File: config.mk
export PLATFORM = sky130hd
export DESIGN_NAME = ptw_mem_port
export DESIGN_NICKNAME = d
export VERILOG_FILES = /design/src/rtl/ptw_mem_port_pkg.sv /design/src/rtl/ptw_pte_cache.sv /design/src/rtl/ptw_mem_port.sv
export SDC_FILE = /design/constraint.sdc
export NUM_CORES = 1
export LEC_CHECK = 0
export CAP_MARGIN = 20
export CORE_MARGIN = 1.5
export CORE_UTILIZATION = 45
export DETAILED_ROUTE_END_ITERATION = 7
export PLACE_DENSITY_LB_ADDON = 0.05
export SYNTH_ARGS = -nofsm -noshare
export SYNTH_HDL_FRONTEND = slang
export SYNTH_HIERARCHICAL = 1
export SYNTH_SLANG_ARGS = --single-unit
File: constraint.sdc
create_clock -name clk -period 17.4 [get_ports clk]
set_input_delay 2.61 -clock clk [delete_from_list [all_inputs] [get_ports clk]]
set_output_delay 2.61 -clock clk [all_outputs]
set_load 0.02 [all_outputs]
File: src/rtl/ptw_mem_port_pkg.sv
// Shared types for the page-table walker PTE read port: walker FSM states,
// data-bus request/response records, access sizes and PTE field positions.
package ptw_mem_port_pkg;

  typedef enum logic [2:0] {
    ST_IDLE  = 3'd0,
    ST_CHECK = 3'd1,
    ST_REQ   = 3'd2,
    ST_WAIT  = 3'd3,
    ST_RESP  = 3'd4
  } state_t;

  typedef enum logic [2:0] {
    MSIZE1 = 3'd0,
    MSIZE2 = 3'd1,
    MSIZE4 = 3'd2,
    MSIZE8 = 3'd3
  } msize_t;

  typedef struct packed {
    logic        valid;
    logic [63:0] addr;
    msize_t      size;
    logic [7:0]  strobe;
  } dbus_req_t;

  typedef struct packed {
    logic        addr_ok;
    logic        data_ok;
    logic [63:0] data;
  } dbus_resp_t;

  // PTE field positions (Sv39/Sv48 layout)
  localparam int PTE_V       = 0;
  localparam int PTE_R       = 1;
  localparam int PTE_W       = 2;
  localparam int PTE_X       = 3;
  localparam int PTE_PPN_LSB = 10;
  localparam int PTE_PPN_MSB = 53;

  // Increment that sticks at all-ones instead of wrapping.
  function automatic logic [31:0] sat_inc(input logic [31:0] v);
    return (v == 32'hFFFF_FFFF) ? v : v + 32'd1;
  endfunction

endpackage

File: src/rtl/ptw_pte_cache.sv
// Direct-mapped PTE cache: DEPTH entries of {valid, tag, data}.
// Combinational lookup port, single fill port, whole-array flush.
module ptw_pte_cache #(
  parameter int DEPTH = 8,
  parameter int IDX_W = 3,
  parameter int TAG_W = 50
) (
  input  logic             clk,
  input  logic             reset,
  input  logic             flush,
  input  logic [IDX_W-1:0] lk_index,
  input  logic [TAG_W-1:0] lk_tag,
  output logic             lk_hit,
  output logic [63:0]      lk_data,
  input  logic             fill_en,
  input  logic [IDX_W-1:0] fill_index,
  input  logic [TAG_W-1:0] fill_tag,
  input  logic [63:0]      fill_data
);

  logic [DEPTH-1:0] valid_q;
  logic [TAG_W-1:0] tag_mem  [DEPTH];
  logic [63:0]      data_mem [DEPTH];

  // Valid bits: cleared by reset or flush, set by a fill; flush wins over fill.
  always_ff @(posedge clk or negedge reset) begin
    if (!reset) begin
      valid_q <= '0;
    end else if (flush) begin
      valid_q <= '0;
    end else if (fill_en) begin
      valid_q[fill_index] <= 1'b1;
    end
  end

  // Tag and data storage carry no reset; an entry is only trusted once valid.
  always_ff @(posedge clk) begin
    if (fill_en) begin
      tag_mem[fill_index]  <= fill_tag;
      data_mem[fill_index] <= fill_data;
    end
  end

  assign lk_data = data_mem[lk_index];
  assign lk_hit  = valid_q[lk_index] && (tag_mem[lk_index] == lk_tag);

endmodule

File: src/rtl/ptw_mem_port.sv
// Memory-side responder for the walker's PTE read port. Serves one 8-byte
// PTE read at a time from the PTE cache, or fetches it over the data bus,
// and returns it with a one-cycle valid pulse.
module ptw_mem_port
  import ptw_mem_port_pkg::*;
#(
  parameter int DEPTH  = 8,
  parameter int ADDR_W = 56
) (
  input  logic        clk,
  input  logic        reset,
  input  logic        flush,
  input  logic        mem_req,
  input  logic [63:0] mem_addr,
  output logic [63:0] mem_data,
  output logic        mem_data_valid,
  output logic        dreq_valid,
  output logic [63:0] dreq_addr,
  output logic [2:0]  dreq_size,
  output logic [7:0]  dreq_strobe,
  input  logic        dresp_addr_ok,
  input  logic        dresp_data_ok,
  input  logic [63:0] dresp_data,
  output logic [31:0] perf_hits,
  output logic [31:0] perf_misses
);

  localparam int IDX_W = $clog2(DEPTH);
  localparam int LA_W  = ADDR_W - 3;      // 8-byte line address width
  localparam int TAG_W = LA_W - IDX_W;

  state_t            state_q, state_d;
  logic [LA_W-1:0]   addr_q, addr_d;
  logic              abort_q, abort_d;
  logic              fill_kill_q, fill_kill_d;
  logic [63:0]       mem_data_q, mem_data_d;
  logic              valid_q, valid_d;
  logic [31:0]       hits_q, hits_d;
  logic [31:0]       misses_q, misses_d;

  logic [LA_W-1:0]   req_line;
  logic              req_lost;
  logic              take_resp;
  logic              fill_en;
  logic              lk_hit;
  logic [63:0]       lk_data;
  dbus_req_t         dreq;

  // Address bits outside the significant PTE line address are ignored.
  logic unused_addr_bits;
  assign unused_addr_bits = ^{mem_addr[63:ADDR_W], mem_addr[2:0]};

  assign req_line = mem_addr[ADDR_W-1:3];
  // Walker withdrew or changed its request since it was latched.
  assign req_lost = !mem_req || (req_line != addr_q);

  ptw_pte_cache #(
    .DEPTH (DEPTH),
    .IDX_W (IDX_W),
    .TAG_W (TAG_W)
  ) u_cache (
    .clk        (clk),
    .reset      (reset),
    .flush      (flush),
    .lk_index   (addr_q[IDX_W-1:0]),
    .lk_tag     (addr_q[LA_W-1:IDX_W]),
    .lk_hit     (lk_hit),
    .lk_data    (lk_data),
    .fill_en    (fill_en),
    .fill_index (addr_q[IDX_W-1:0]),
    .fill_tag   (addr_q[LA_W-1:IDX_W]),
    .fill_data  (dresp_data)
  );

  // Next-state, datapath and counter updates for the request FSM.
  always_comb begin
    state_d     = state_q;
    addr_d      = addr_q;
    abort_d     = abort_q;
    fill_kill_d = fill_kill_q;
    mem_data_d  = mem_data_q;
    valid_d     = 1'b0;
    hits_d      = hits_q;
    misses_d    = misses_q;
    take_resp   = 1'b0;
    fill_en     = 1'b0;

    case (state_q)
      ST_IDLE: begin
        abort_d     = 1'b0;
        fill_kill_d = 1'b0;
        // Not while a hit pulse is still out: the walker has yet to see it.
        if (mem_req && !valid_q) begin
          addr_d  = req_line;
          state_d = ST_CHECK;
        end
      end
      ST_CHECK: begin
        if (req_lost) begin
          state_d = ST_IDLE;
        end else if (lk_hit) begin
          mem_data_d = lk_data;
          valid_d    = 1'b1;
          hits_d     = sat_inc(hits_q);
          state_d    = ST_IDLE;
        end else begin
          misses_d = sat_inc(misses_q);
          state_d  = ST_REQ;
        end
      end
      ST_REQ: begin
        abort_d = abort_q | req_lost;
        if (flush) fill_kill_d = 1'b1;
        if (dresp_addr_ok) begin
          if (dresp_data_ok) take_resp = 1'b1;
          else               state_d   = ST_WAIT;
        end
      end
      ST_WAIT: begin
        abort_d = abort_q | req_lost;
        if (flush) fill_kill_d = 1'b1;
        if (dresp_data_ok) take_resp = 1'b1;
      end
      ST_RESP: begin
        state_d = ST_IDLE;
      end
      default: begin
        state_d = ST_IDLE;
      end
    endcase

    // Bus data arrived: fill unless a flush raced it, answer unless aborted.
    if (take_resp) begin
      fill_en = !(fill_kill_q || flush);
      if (abort_q || req_lost) begin
        state_d = ST_IDLE;
      end else begin
        mem_data_d = dresp_data;
        valid_d    = 1'b1;
        state_d    = ST_RESP;
      end
    end
  end

  // State, latched request and counters.
  always_ff @(posedge clk or negedge reset) begin
    if (!reset) begin
      state_q     <= ST_IDLE;
      addr_q      <= '0;
      abort_q     <= 1'b0;
      fill_kill_q <= 1'b0;
      mem_data_q  <= '0;
      valid_q     <= 1'b0;
      hits_q      <= '0;
      misses_q    <= '0;
    end else begin
      state_q     <= state_d;
      addr_q      <= addr_d;
      abort_q     <= abort_d;
      fill_kill_q <= fill_kill_d;
      mem_data_q  <= mem_data_d;
      valid_q     <= valid_d;
      hits_q      <= hits_d;
      misses_q    <= misses_d;
    end
  end

  // Bus request fields are driven straight from state so they hold until addr_ok.
  always_comb begin
    dreq.valid  = (state_q == ST_REQ);
    dreq.addr   = 64'({addr_q, 3'b000});
    dreq.size   = MSIZE8;
    dreq.strobe = 8'h00;
  end

  assign dreq_valid     = dreq.valid;
  assign dreq_addr      = dreq.addr;
  assign dreq_size      = dreq.size;
  assign dreq_strobe    = dreq.strobe;
  assign mem_data       = mem_data_q;
  assign mem_data_valid = valid_q;
  assign perf_hits      = hits_q;
  assign perf_misses    = misses_q;

endmodule

* Yosys cells after proc, flatten, opt, wreduce, memory -nomap -nowiden
Memories as Yosys holds them, arrays and structs flattened. Index checks and enable logic that the tools add are counted.
Word-level totals: register bits after elaboration 195, memory bits (writable) 912, input bits 134, output and inout port bits 205, memories kept 2
Cells by class: $add $sub $neg 2, $lt $le $gt $ge 2, equal/unequal tests 12, multiplexer cells 33, bitwise operators 6, reductions and logical operators 18
Memories:
- u_cache.data_mem | words 8, width 64, rd ports 1, clocked after Yosys merged registers in 0, wr ports 1, RTL line ptw_pte_cache.sv:23 | logic [63:0] data_mem [DEPTH];
- u_cache.tag_mem | words 8, width 50, rd ports 1, clocked after Yosys merged registers in 0, wr ports 1, RTL line ptw_pte_cache.sv:22 | logic [TAG_W-1:0] tag_mem [DEPTH];
Operators with widths (count):
- $mux 64 | 5
- $add 32x1->32 const B | 2
- $eq 32x32->1 const B | 2
- $ne 53x53->1 | 1
- $eq 50x50->1 | 1
- $mux 8 | 2
- $mux 3 | 5
- $mux 1 | 13
- $pmux 3 s4 | 1
- $reduce_and 4->1 | 3
- $or 8x8->8 | 1
- $eq 3x2->1 const B | 2
- $pmux 1 s2 | 3
- $lt 3x4->1 const B | 1
- $mux 2 | 2
- $not 1->1 | 4
- $reduce_and 2->1 | 2
- $reduce_bool 2->1 | 2
- $bmux 1 s3 | 1
- $demux 1 s3 | 1
- $eq 3x1->1 const B | 1
- $ge 3x1->1 const B | 1
- $logic_and 1x1->1 | 3
- $logic_not 1->1 | 3
- 9 further kinds | 11

* Longest topological paths before layout
word-level depth 8, mapped depth 18, depth with buffers taken out 12

* Modules after synthesis
Netlist, hierarchy kept.
By module, submodules not included:
- ptw_pte_cache | times used 1, cells an instance 1507, area an instance 35156.2 µm², sequential area each 27586.5 µm²
- ptw_mem_port | times used 1, cells an instance 814, area an instance 8839.7 µm², sequential area each 4679.5 µm²

* Least setup slack after synthesis
OpenSTA, ideal clock, no wires.
kind in2reg, from input port dresp_data_ok, to memory u_cache.data_mem[1][0], enable pin, setup time 0.729 ns, arrival 10.773 ns, data required time 16.671 ns, setup slack 5.899 ns, stages on the path 4, cell sequence o211ai_1 -> nor3_1 -> nand2_1 -> nor3_1
Between the ends: word-level cells in the longest chain between the ends 6
RTL lines:
- from (decl) | RTL line ptw_mem_port.sv:22 | input logic dresp_data_ok,
- $mux 1 * | RTL line ptw_mem_port.sv:115, ptw_mem_port.sv:122
- $mux 1 | RTL line ptw_mem_port.sv:114 | if (dresp_addr_ok) begin
- $pmux 1 s2 * | RTL line ptw_mem_port.sv:88 | case (state_q)
- $mux 1 * | RTL line ptw_mem_port.sv:133 | if (take_resp) begin
- via fill_en | RTL line ptw_mem_port.sv:44 | logic fill_en;
- $mux 1 * | RTL line ptw_pte_cache.sv:38 | if (fill_en) begin
- $mux 1 (implied by the code) * | RTL line ptw_pte_cache.sv:40 | data_mem[fill_index] <= fill_data;
- to (decl) | RTL line ptw_pte_cache.sv:23
Mark *: on every way through the listed nets, which the timed path passes. The rest lies on a longest branch.

* Final worst setup path
from register addr_q[0], to register mem_data_q[4] (netlist: mem_data[4])
Between the ends: word-level cells in the longest chain between the ends 8
RTL lines:
- from (decl) | RTL line ptw_mem_port.sv:33 | logic [LA_W-1:0] addr_q, addr_d;
- from (signal assigned) | RTL line ptw_mem_port.sv:158 | addr_q <= addr_d;
- $mem_v2 8x50 / $bmux 1 s3 (equally long branches)
- $eq 50x50->1 / $mux 1 (equally long branches) | RTL line ptw_pte_cache.sv:45 | assign lk_hit = valid_q[lk_index] && (tag_mem[lk_index] == lk_tag);
- $logic_and 1x1->1 * | RTL line ptw_pte_cache.sv:45
- via lk_hit | RTL line ptw_mem_port.sv:45 | logic lk_hit;
- $mux 64 * | RTL line ptw_mem_port.sv:101 | end else if (lk_hit) begin
- $mux 64 * | RTL line ptw_mem_port.sv:99 | if (req_lost) begin
- $mux 64 * | RTL line ptw_mem_port.sv:88
- $mux 64 | RTL line ptw_mem_port.sv:135 | if (abort_q || req_lost) begin
- $mux 64 * | RTL line ptw_mem_port.sv:133
- via mem_data_d[4] | RTL line ptw_mem_port.sv:36 | logic [63:0] mem_data_q, mem_data_d;
- to (signal assigned) | RTL line ptw_mem_port.sv:161 | mem_data_q <= mem_data_d;
- to (decl) | RTL line ptw_mem_port.sv:36
Mark *: on every way through the listed nets, which the timed path passes. The rest lies on a longest branch. The select of a mux whose other input is x is not followed. A chain may end at the register's enable or synchronous reset.

==> metrics <==
outcome complete, but fails checks; violated checks DRC; worst clock skew 0.01888 ns; #FFs+latches synth 1107; largest net degree at the start of global routing 144; met2 GRT Util 36.14%; Initial Utilization 45.43%; hpwl dp 58730 um; first drt pass iteration count 8; Final WS setup 10.63 ns; CP endpoint kind register; Clk Tree Root Cell clkbuf_16; hold path depth 2; maximum vdd drop 86.83 uV; largest area contributor in the netlist edfxtp_1; DR WL/cell 26.49 um; Yosys cell types 52; Die Ht 315.7 um; final non-filler cell total 4052; Setup CP Type reg2reg; slew margin rel. 28.48%; Crit-path slowest cell buf_4; initial antenna violation count 7; Syn Area/Cell 18.96 um2; htree depth 3; R2R setup slack 10.63 ns; Nets 2807; Worst R2R Path Depth 14; Post-CTS Repair Setup Buffers 0; GRT Util Overall 21.68%; post-synthesis cell count 2321; fmax 147.7 MHz; Die Area 99650 um2; Slew Limit Fails 0; top cells by count, synth 912 x edfxtp_1, 195 x dfrtp_1, 195 x mux4_2; first-pass GRT wire length 159300 um; PwrDens 115.0 nW/um2; Final Hold Viols 0; unrepaired setup endpoints after global routing no; cts repair resizes 0; Synth area leaders edfxtp_1 62%, dfrtp_1 11%, mux4_2 10%; crit-path max FO 108; total CTS buffers 116; CTS tree built; hold buffer count at cts 0; io pins 339; met1 Usage GRT 30.03%; post-place setup slack 10.21 ns; die width 315.7 um; Placed Cells 3829; sequence of cells on the critical path buf_4 > buf_12 > mux4_2 > mux2i_1 > xnor2_1 > nor4_1 > nand4_1 > nor4_2 > nand2_2 > a211oi_4 > buf_4 > buf_4 > nor2_1 > a21oi_1; Buffers on Ports 305; top cell family by delay on the critical path buffers and inverters; via count 22920; cell area after synthesis 44000 um2; Critical Path Most Common Cell buf_4; number of synthesized flops with an enable pin 912; P&R area growth vs syn 18.61%; 1st-iter DRT viols 1616; register area share after synthesis 73.34%; Reg clk slew, reported paths 0.06 ns; RR Endpoint mem_data[4]; setup_tns 0 ns; FFs w/ async S/R, synth 17.62%; FF-to-FF Start addr_q[0]; Leak Pwr 17.64 nW; Hold Path End u_cache/valid_q[4]; std cell rows 114; min-delay worst type reg2reg; core area 96850 um2; vias per cell 5.655; vias in the first global route 24070; synth warn 6; Sink Count 1107; WP data required 18.00 ns; ANT nets after route 0; Hold Crit Start u_cache/valid_q[4]; Worst EP arrival 7.37 ns; WL final 107300 um; worst skew pair latency 0.69 ns; routability cong. 0.7898; Overflow after GRT 0; share of post-route cells with drive strength above 1 19.78%; period utilization 38.90%; fin crit period 6.769 ns; critical path's largest stage delay 0.76 ns; worst path bufs/invs 4; worst-margin pin slew 1.073 ns; Bufs on Longest Clock Path 3; Worst setup SP type register; DR DRC count 34; Synth top area share 62.25%; Final setup viols 0; Synth Flop Type edfxtp_1; leading cell type by number of instances after synthesis edfxtp_1; most crowded layer after global routing met2; met3 usage 3.411%; maxcap violations 0
==> registers in the layout, summed over array words and instances (netlist names), 3 cells and up <==
| register | flops |
|---|---|
| perf_misses | 32 |
| u_cache/tag_mem | 400 |
| mem_data | 64 |
| state_q | 3 |
| perf_hits | 32 |
| u_cache/data_mem | 512 |
| u_cache/valid_q | 8 |
| addr_q | 53 |
==> area by class of cell <==
type,instances,area (um2)
clock buffer,171,3346
timing repair buffer,352,3448
inverter,7,26.28
clock inverter,47,411.6
sequential,1107,32280
tap,1276,1597
antenna,5,12.51
multi-input combinational,1087,11060
fill,7702,44670
==> layout by cell type (no fill, tap or decap), drive strengths merged, types with 9 or more instances in the layout <==
| cell | instances |
|---|---|
| a221oi | 35 |
| nand2 | 17 |
| nand3 | 39 |
| nor4 | 18 |
| dfrtp | 195 |
| mux2 | 117 |
| clkinv | 34 |
| buf | 48 |
| conb | 22 |
| a21oi | 68 |
| and3 | 26 |
| o22ai | 65 |
| xnor2 | 112 |
| clkdlybuf4s50 | 304 |
| inv | 9 |
| nor2b | 41 |
| clkbuf | 171 |
| and2 | 10 |
| xor2 | 50 |
| edfxtp | 912 |
| mux2i | 84 |
| nor2 | 96 |
| nor3 | 9 |
| nand4 | 45 |
| mux4 | 195 |
==> report_power, final <==
part | switching, mW | internal [mW]
registers | 0.0814 | 2.92
clock network | 0.995 | 1.41
logic | 0.296 | 0.295
==> cell families (layout without fill, tap and decap cells) <==
kind of cell | Yosys count | in the layout | synth area share (%)
muxes | 396 | 396 | 14.89
buffers and inverters | 147 | 577 | 1.849
AOI/OAI and AO/OA | 184 | 184 | 2.653
xor gates and xnor gates | 162 | 162 | 3.225
adders and majority gates | 2 | 2 | 0.05687
and+or+nand+nor | 321 | 321 | 3.973
DFF | 1107 | 1107 | 73.34
other | 2 | 27 | 0.01707
==> worst max path at each step <==
stage | start | endpoint | slack [ns] | cells past startpoint
after floorplan | dresp_data_ok | u_cache/data_mem[1][0] | 5.90 | 4
after detailed placement | mem_addr[6] | mem_data[55] | 10.21 | 9
final | addr_q[0] | mem_data[4] | 10.63 | 14
after global placement | mem_addr[6] | mem_data[58] | 10.28 | 9
after CTS | addr_q[0] | mem_data[55] | 10.36 | 15
after global routing | addr_q[0] | mem_data[37] | 10.01 | 15
==> worst register-to-register path, delay by kind of cell, from the launching register on <==
| kind | cells | cell delay (ns) |
|---|---|---|
| buffers and inverters | 4 | 2.49 |
| AOI/OAI and AO/OA | 2 | 0.57 |
| muxes | 2 | 0.90 |
| DFF | 1 | 0.63 |
| xor gates and xnor gates | 1 | 0.18 |
| and+or+nand+nor | 5 | 1.92 |
==> metal layers <==
metal / routed length, um / part of all wire, %
met4: 2173 / 2.0
met5: 40 / 0.037
met3: 4882 / 4.5
met2: 53700 / 50
met1: 46530 / 43
==> per-stage QoR <==
stage               cell area [um2]  util, %  power (mW)  hold slack (ns)
floorplan                     44070        -       3.421           0.4608
global placement              48410    49.99       3.649           0.4716
detailed placement            48410    49.99       3.658           0.4855
CTS                           52170    53.87       6.077           0.4953
global route                  52180    53.87       6.212           0.5104
finish                        52180    53.88       6.001           0.4941
Power figures use the tool's default switching activity.
